===== config.mk =====
export PLATFORM = sky130hd
export DESIGN_NAME = shift_unit
export DESIGN_NICKNAME = d
export VERILOG_FILES = /design/src/rtl/shift_pkg.sv /design/src/rtl/shift_step.sv /design/src/rtl/shift_unit.sv
export SDC_FILE = /design/constraint.sdc
export NUM_CORES = 1
export LEC_CHECK = 0
export ABC_AREA = 1
export CORE_MARGIN = 2
export CORE_UTILIZATION = 52
export CTS_BUF_LIST = sky130_fd_sc_hd__clkbuf_4
export DETAILED_ROUTE_END_ITERATION = 10
export HOLD_SLACK_MARGIN = 0.05
export PLACE_DENSITY = 0.85
export RECOVER_POWER = 100
export SLEW_MARGIN = 20
export SYNTH_ARGS = -nofsm -noshare
export SYNTH_HDL_FRONTEND = slang
export SYNTH_SLANG_ARGS = --single-unit

===== constraint.sdc =====
create_clock -name clk -period 2.11 [get_ports clk]
set_clock_uncertainty 0.1 [all_clocks]
set_input_delay 0.3165 -clock clk [delete_from_list [all_inputs] [get_ports clk]]
set_output_delay 0.3165 -clock clk [all_outputs]
set_load 0.02 [all_outputs]

===== src/rtl/shift_pkg.sv =====
// Shared types for the serial shift unit: operation encodings and FSM states.
package shift_pkg;

   typedef enum logic [2:0] {
      LSL  = 3'b000,
      LSR  = 3'b001,
      ASR  = 3'b010,
      ROL  = 3'b011,
      ROR  = 3'b100,
      HOLD = 3'b101
   } mode_t;

   typedef enum logic [1:0] {
      IDLE  = 2'b00,
      SHIFT = 2'b01,
      DONE  = 2'b10
   } state_t;

   // Every encoding above ROR collapses to HOLD so the step logic sees one value.
   function automatic mode_t decode_mode(input logic [2:0] m);
      if (m > 3'b100) return HOLD;
      else            return mode_t'(m);
   endfunction

endpackage


===== src/rtl/shift_step.sv =====
// One-position combinational shift/rotate step used by shift_unit each SHIFT cycle.
module shift_step
   import shift_pkg::*;
#(
   parameter int WIDTH = 8
) (
   input  logic [WIDTH-1:0] y,
   input  mode_t            mode,
   input  logic             sin,
   output logic [WIDTH-1:0] y_nxt,
   output logic             carry_nxt
);

   always_comb begin
      y_nxt     = y;
      carry_nxt = 1'b0;
      case (mode)
         LSL: begin
            y_nxt     = {y[WIDTH-2:0], sin};
            carry_nxt = y[WIDTH-1];
         end
         LSR: begin
            y_nxt     = {sin, y[WIDTH-1:1]};
            carry_nxt = y[0];
         end
         ASR: begin
            y_nxt     = {y[WIDTH-1], y[WIDTH-1:1]};
            carry_nxt = y[0];
         end
         ROL: begin
            y_nxt     = {y[WIDTH-2:0], y[WIDTH-1]};
            carry_nxt = y[WIDTH-1];
         end
         ROR: begin
            y_nxt     = {y[0], y[WIDTH-1:1]};
            carry_nxt = y[0];
         end
         default: begin
            y_nxt     = y;
            carry_nxt = 1'b0;
         end
      endcase
   end

endmodule


===== src/rtl/shift_unit.sv =====
// Multi-cycle serial shifter: loads an operand, steps it one position per cycle
// for amt cycles, then pulses done with the result held in y/carry.
module shift_unit
   import shift_pkg::*;
#(
   parameter int WIDTH = 8,
   parameter int AMT_W = $clog2(WIDTH)
) (
   input  logic             clk,
   input  logic             rst_n,
   input  logic             start,
   input  logic [2:0]       mode,
   input  logic [AMT_W-1:0] amt,
   input  logic [WIDTH-1:0] a,
   input  logic             sin,
   output logic [WIDTH-1:0] y,
   output logic             carry,
   output logic             busy,
   output logic             done
);

   localparam logic [AMT_W:0] AMT_MAX = (AMT_W + 1)'(WIDTH - 1);

   state_t           state, state_nxt;
   mode_t            mode_q;
   logic [AMT_W-1:0] cnt;
   logic [AMT_W-1:0] amt_sat;
   logic [WIDTH-1:0] step_y;
   logic             step_carry;

   // Only reachable for non-power-of-two widths; clamps to the largest legal count.
   always_comb begin
      amt_sat = amt;
      if ({1'b0, amt} > AMT_MAX) amt_sat = AMT_MAX[AMT_W-1:0];
   end

   shift_step #(
      .WIDTH (WIDTH)
   ) u_step (
      .y         (y),
      .mode      (mode_q),
      .sin       (sin),
      .y_nxt     (step_y),
      .carry_nxt (step_carry)
   );

   always_comb begin
      state_nxt = state;
      case (state)
         IDLE: begin
            if (start) state_nxt = (amt_sat != '0) ? SHIFT : DONE;
         end
         SHIFT: begin
            if (cnt == AMT_W'(1)) state_nxt = DONE;
         end
         DONE:    state_nxt = IDLE;
         default: state_nxt = IDLE;
      endcase
   end

   // busy/done are registered from the next state so they line up with it.
   always_ff @(posedge clk or negedge rst_n) begin
      if (!rst_n) begin
         state  <= IDLE;
         mode_q <= HOLD;
         cnt    <= '0;
         y      <= '0;
         carry  <= 1'b0;
         busy   <= 1'b0;
         done   <= 1'b0;
      end else begin
         state <= state_nxt;
         busy  <= (state_nxt != IDLE);
         done  <= (state_nxt == DONE);
         case (state)
            IDLE: begin
               if (start) begin
                  y      <= a;
                  carry  <= 1'b0;
                  cnt    <= amt_sat;
                  mode_q <= decode_mode(mode);
               end
            end
            SHIFT: begin
               y     <= step_y;
               carry <= step_carry;
               cnt   <= cnt - AMT_W'(1);
            end
            default: ;
         endcase
      end
   end

endmodule


==> flow_summary.json <==
{
  "floorplan.io_pins": 29,
  "core_area_um2": 2450,
  "achievable-frequency_mhz": 516,
  "synthesis.area_um2": 1350,
  "dpl.cell_count": 244,
  "synthAdderAreaFrac_pct": 1.86,
  "power.net_switching_mw": 1.50,
  "final_min_period_over_clock_period_pct": 91.9,
  "route.antenna.remaining_nets": 0,
  "place_hpwl_um": 2570,
  "report.final.setup_viol": 0,
  "worstSkewPairLatency_ns": 0.29,
  "netlist.top_cell.by_area": "sky130_fd_sc_hd__dfrtp_1",
  "max_stage_delay_ns": 0.72,
  "gr-usage-all-layers_pct": 25.8,
  "timing.critical_path.to_type": "primary output",
  "final.setup.tns_ns": 0,
  "grt_antenna_before_repair": 0,
  "number_of_diodes_added_for_antenna_fixing": 0,
  "required_ns": 1.69,
  "routed_wire_length_per_instance_um": 13.8,
  "post_synthesis_mux_area_share_pct": 0,
  "vdd_ir_drop_max_uv": 1030,
  "largest_family_of_logic_cells_by_synthesized_area": "simple AND/OR/NAND/NOR gates",
  "arrival_ns": 1.52,
  "timing.hold.worst.class": "in -> async",
  "synth_area_in_compound_gates_pct": 12.6,
  "grt_first_pass_wirelength_um": 5570,
  "drive_gt1_share_pct": 10.6,
  "critical-path-top-delay-family": "buffers and inverters",
  "run_status": "completed",
  "cts-buffers-inserted": 3,
  "cts.reportedPaths.clkPinSlew_ns": 0.10,
  "port-buffer-count": 28,
  "cells_along_the_critical_path": "dlygate4sd3_1",
  "synth_simple_gate_area_share_pct": 40.8,
  "finish.net_count": 239,
  "yosys.area_share.xor_xnor_pct": 0,
  "cts_tree": "done",
  "comb_power_share_pct": 62.7,
  "routed-via-count": 1430,
  "cts.sink_count": 19,
  "timing.critical_path.from_type": "register",
  "synthDistinctLibCells": 26,
  "vias_in_the_first_global_route": 1217,
  "p_leak_nw": 0.782,
  "start_util_pct": 54.8,
  "switching_share_pct": 53.8,
  "netlist_top_cells_area": "sky130_fd_sc_hd__dfrtp_1 32%, sky130_fd_sc_hd__nand2_1 13%, sky130_fd_sc_hd__nand3_1 9.7%",
  "count_of_h_tree_levels_built_during_cts": 1,
  "ctsResizeCount": 0,
  "drt-initial-drc-count": 78,
  "grt_start_max_net_pins": 22,
  "vias_per_cell": 5.77,
  "clock_tree.root_cell": "sky130_fd_sc_hd__clkbuf_4",
  "ys.warnings.count": 0,
  "placed_cell_area_um2": 1620,
  "timing.final.hold_violations": 0,
  "setup_repair_after_global_routing_missed_its_margin": "no",
  "worst-setup-path-type": "reg -> out",
  "final_cell_area_um2": 1640,
  "period_needed_ns": 1.94,
  "transition_time_at_the_pin_with_the_least_slew_margin_ns": 0.657,
  "cts_buffer_depth": 2,
  "powerDensity_nw_per_um2": 1700,
  "slew_violations": 0,
  "dr.pass1.iters": 4,
  "number_of_drc_violations_after_detailed_routing": 0,
  "maxCapViolCount": 0,
  "post_synth_net_total": 211,
  "chipWidth_um": 54.9,
  "die_area_um2": 3010,
  "fin_cells": 248,
  "top_area_cell_type_share_of_the_netlist_area_pct": 31.6,
  "layout.cells.most_common": "sky130_fd_sc_hd__nand2_1",
  "syn2layout_area_growth_pct": 21.7,
  "path_max_fanout": 7,
  "critical-path-slowest-cell": "sky130_fd_sc_hd__dlygate4sd3_1",
  "power_frac_clock_pct": 7.1,
  "synthesis.area_per_instance_um2": 7.04,
  "yosys_register_bits": 19,
  "cts_post_setup_buffers_inserted": 0,
  "ys_seq_area_share_pct": 35.5,
  "critPathBufInv": 1,
  "post_synth_inst_count": 191,
  "final_cell_mix": "45 x sky130_fd_sc_hd__nand2_1, 26 x sky130_fd_sc_hd__nand3_1, 24 x sky130_fd_sc_hd__nor2_1, 20 x sky130_fd_sc_hd__a21oi_1, 17 x sky130_fd_sc_hd__dfrtp_1",
  "cellInternalPower_mw": 1.29,
  "cts-hold-fix-buffers": 0,
  "worst_slew_margin_rel_pct": 56.2,
  "place.gp.congestion": 0.945,
  "die-height_um": 54.9,
  "routed_wl_um": 3410,
  "rows": 18,
  "pwr-share-seq_pct": 30.2,
  "global_route_total_overflow": 0
}
## metal layers
metal	vias to the layer above	wire length [µm]	GRT usage (%)
met2	75	1600	40.9
met5	-	0	0
met1	644	1480	36.1
met4	0	57	9.58
li1	702	-	-
met3	9	280	2.73
## worst reg2reg max path: stages, from the launching register on
cell and delay (ns):
sky130_fd_sc_hd__dfstp_2 0.67, sky130_fd_sc_hd__inv_2 0.13, sky130_fd_sc_hd__nor2_2 0.28, sky130_fd_sc_hd__nand3_1 0.12, sky130_fd_sc_hd__nand2_1 0.09, sky130_fd_sc_hd__nor2_1 0.04, sky130_fd_sc_hd__nand2_1 0.08, sky130_fd_sc_hd__nand2_1 0.05
sky130_fd_sc_hd__a21oi_1 0.13
## worst paths after layout
kind                       slack, ns            endpoint                  start  cells past startpoint
max                             0.17                y[7]       y[7]$_DFFE_PN0P_                      1
min                             0.28  state[0]$_DFF_PN0_                  rst_n                      1
max reg2reg                     0.34    y[1]$_DFFE_PN0P_  mode_q[0]$_DFFE_PN1P_                      8
min reg2reg                     0.40   carry$_DFFE_PN0P_      carry$_DFFE_PN0P_                      2
max in group asynchronous       0.72  cnt[1]$_DFFE_PN0P_                  rst_n                      2
min in group clk                0.40   carry$_DFFE_PN0P_      carry$_DFFE_PN0P_                      2
## state kept, by name, indices dropped and copies added, names as in the netlist
name / flops
y: 8
cnt: 3
mode_q: 3
state: 2
busy: 1
carry: 1
done: 1
## power by group through the flow
| stage | clock, mW | combinational, mW | sequential, mW |
|---|---|---|---|
| floorplan | 0 | 1.28 | 0.854 |
| global placement | 0 | 1.73 | 0.838 |
| detailed placement | 0 | 1.78 | 0.848 |
| CTS | 0.203 | 1.78 | 0.842 |
| global route | 0.217 | 1.97 | 0.865 |
| finish | 0.196 | 1.75 | 0.841 |
## per-stage QoR
step | utilization (%) | power, mW | hold WS [ns] | worst slack, ns
after floorplan | - | 2.14 | -0.0791 | 0.636
after global placement | 66.0 | 2.57 | 0.371 | 0.330
after detailed placement | 66.0 | 2.62 | 0.382 | 0.306
after CTS | 67.2 | 2.83 | 0.209 | 0.216
after global routing | 66.7 | 3.05 | 0.299 | 0.110
final | 66.7 | 2.78 | 0.279 | 0.170
## area by class of cell
| cell class | instances | area, µm² |
|---|---|---|
| Fill cell | 210 | 818 |
| Multi-Input combinational cell | 149 | 733 |
| Sequential cell | 19 | 478 |
| Timing Repair Buffer | 31 | 299 |
| Inverter | 15 | 58.8 |
| Tap cell | 30 | 37.5 |
| Clock buffer | 4 | 30.0 |
## synthesized netlist by cell type
cell type,number
sky130_fd_sc_hd__a21oi_1,20
sky130_fd_sc_hd__a221oi_1,1
sky130_fd_sc_hd__buf_2,4
sky130_fd_sc_hd__buf_6,4
sky130_fd_sc_hd__clkinv_1,1
sky130_fd_sc_hd__dfrtp_1,17
sky130_fd_sc_hd__dfstp_2,2
sky130_fd_sc_hd__ha_1,2
sky130_fd_sc_hd__inv_1,7
sky130_fd_sc_hd__inv_2,6
sky130_fd_sc_hd__inv_4,1
sky130_fd_sc_hd__nand2_1,45
sky130_fd_sc_hd__nand2_2,2
sky130_fd_sc_hd__nand2_4,1
sky130_fd_sc_hd__nand3_1,26
sky130_fd_sc_hd__nand3_2,1
sky130_fd_sc_hd__nand4_1,14
sky130_fd_sc_hd__nor2_1,22
sky130_fd_sc_hd__nor2_2,3
sky130_fd_sc_hd__nor2_4,2
sky130_fd_sc_hd__nor3_1,1
sky130_fd_sc_hd__o211ai_1,1
sky130_fd_sc_hd__o21ai_0,5
sky130_fd_sc_hd__o21ai_1,1
sky130_fd_sc_hd__o21ai_4,1
sky130_fd_sc_hd__o22ai_1,1
## kinds of logic (layout without fill, tap and decap cells)
family,count (synthesis),count (layout)
AND/OR/NAND/NOR,117,117
flip-flops,19,19
AO/OA/AOI/OAI,30,30
buffers and inverters,23,50
adder cells (fa/ha/maj),2,2
No activity file was read; power rests on OpenSTA's default activity.
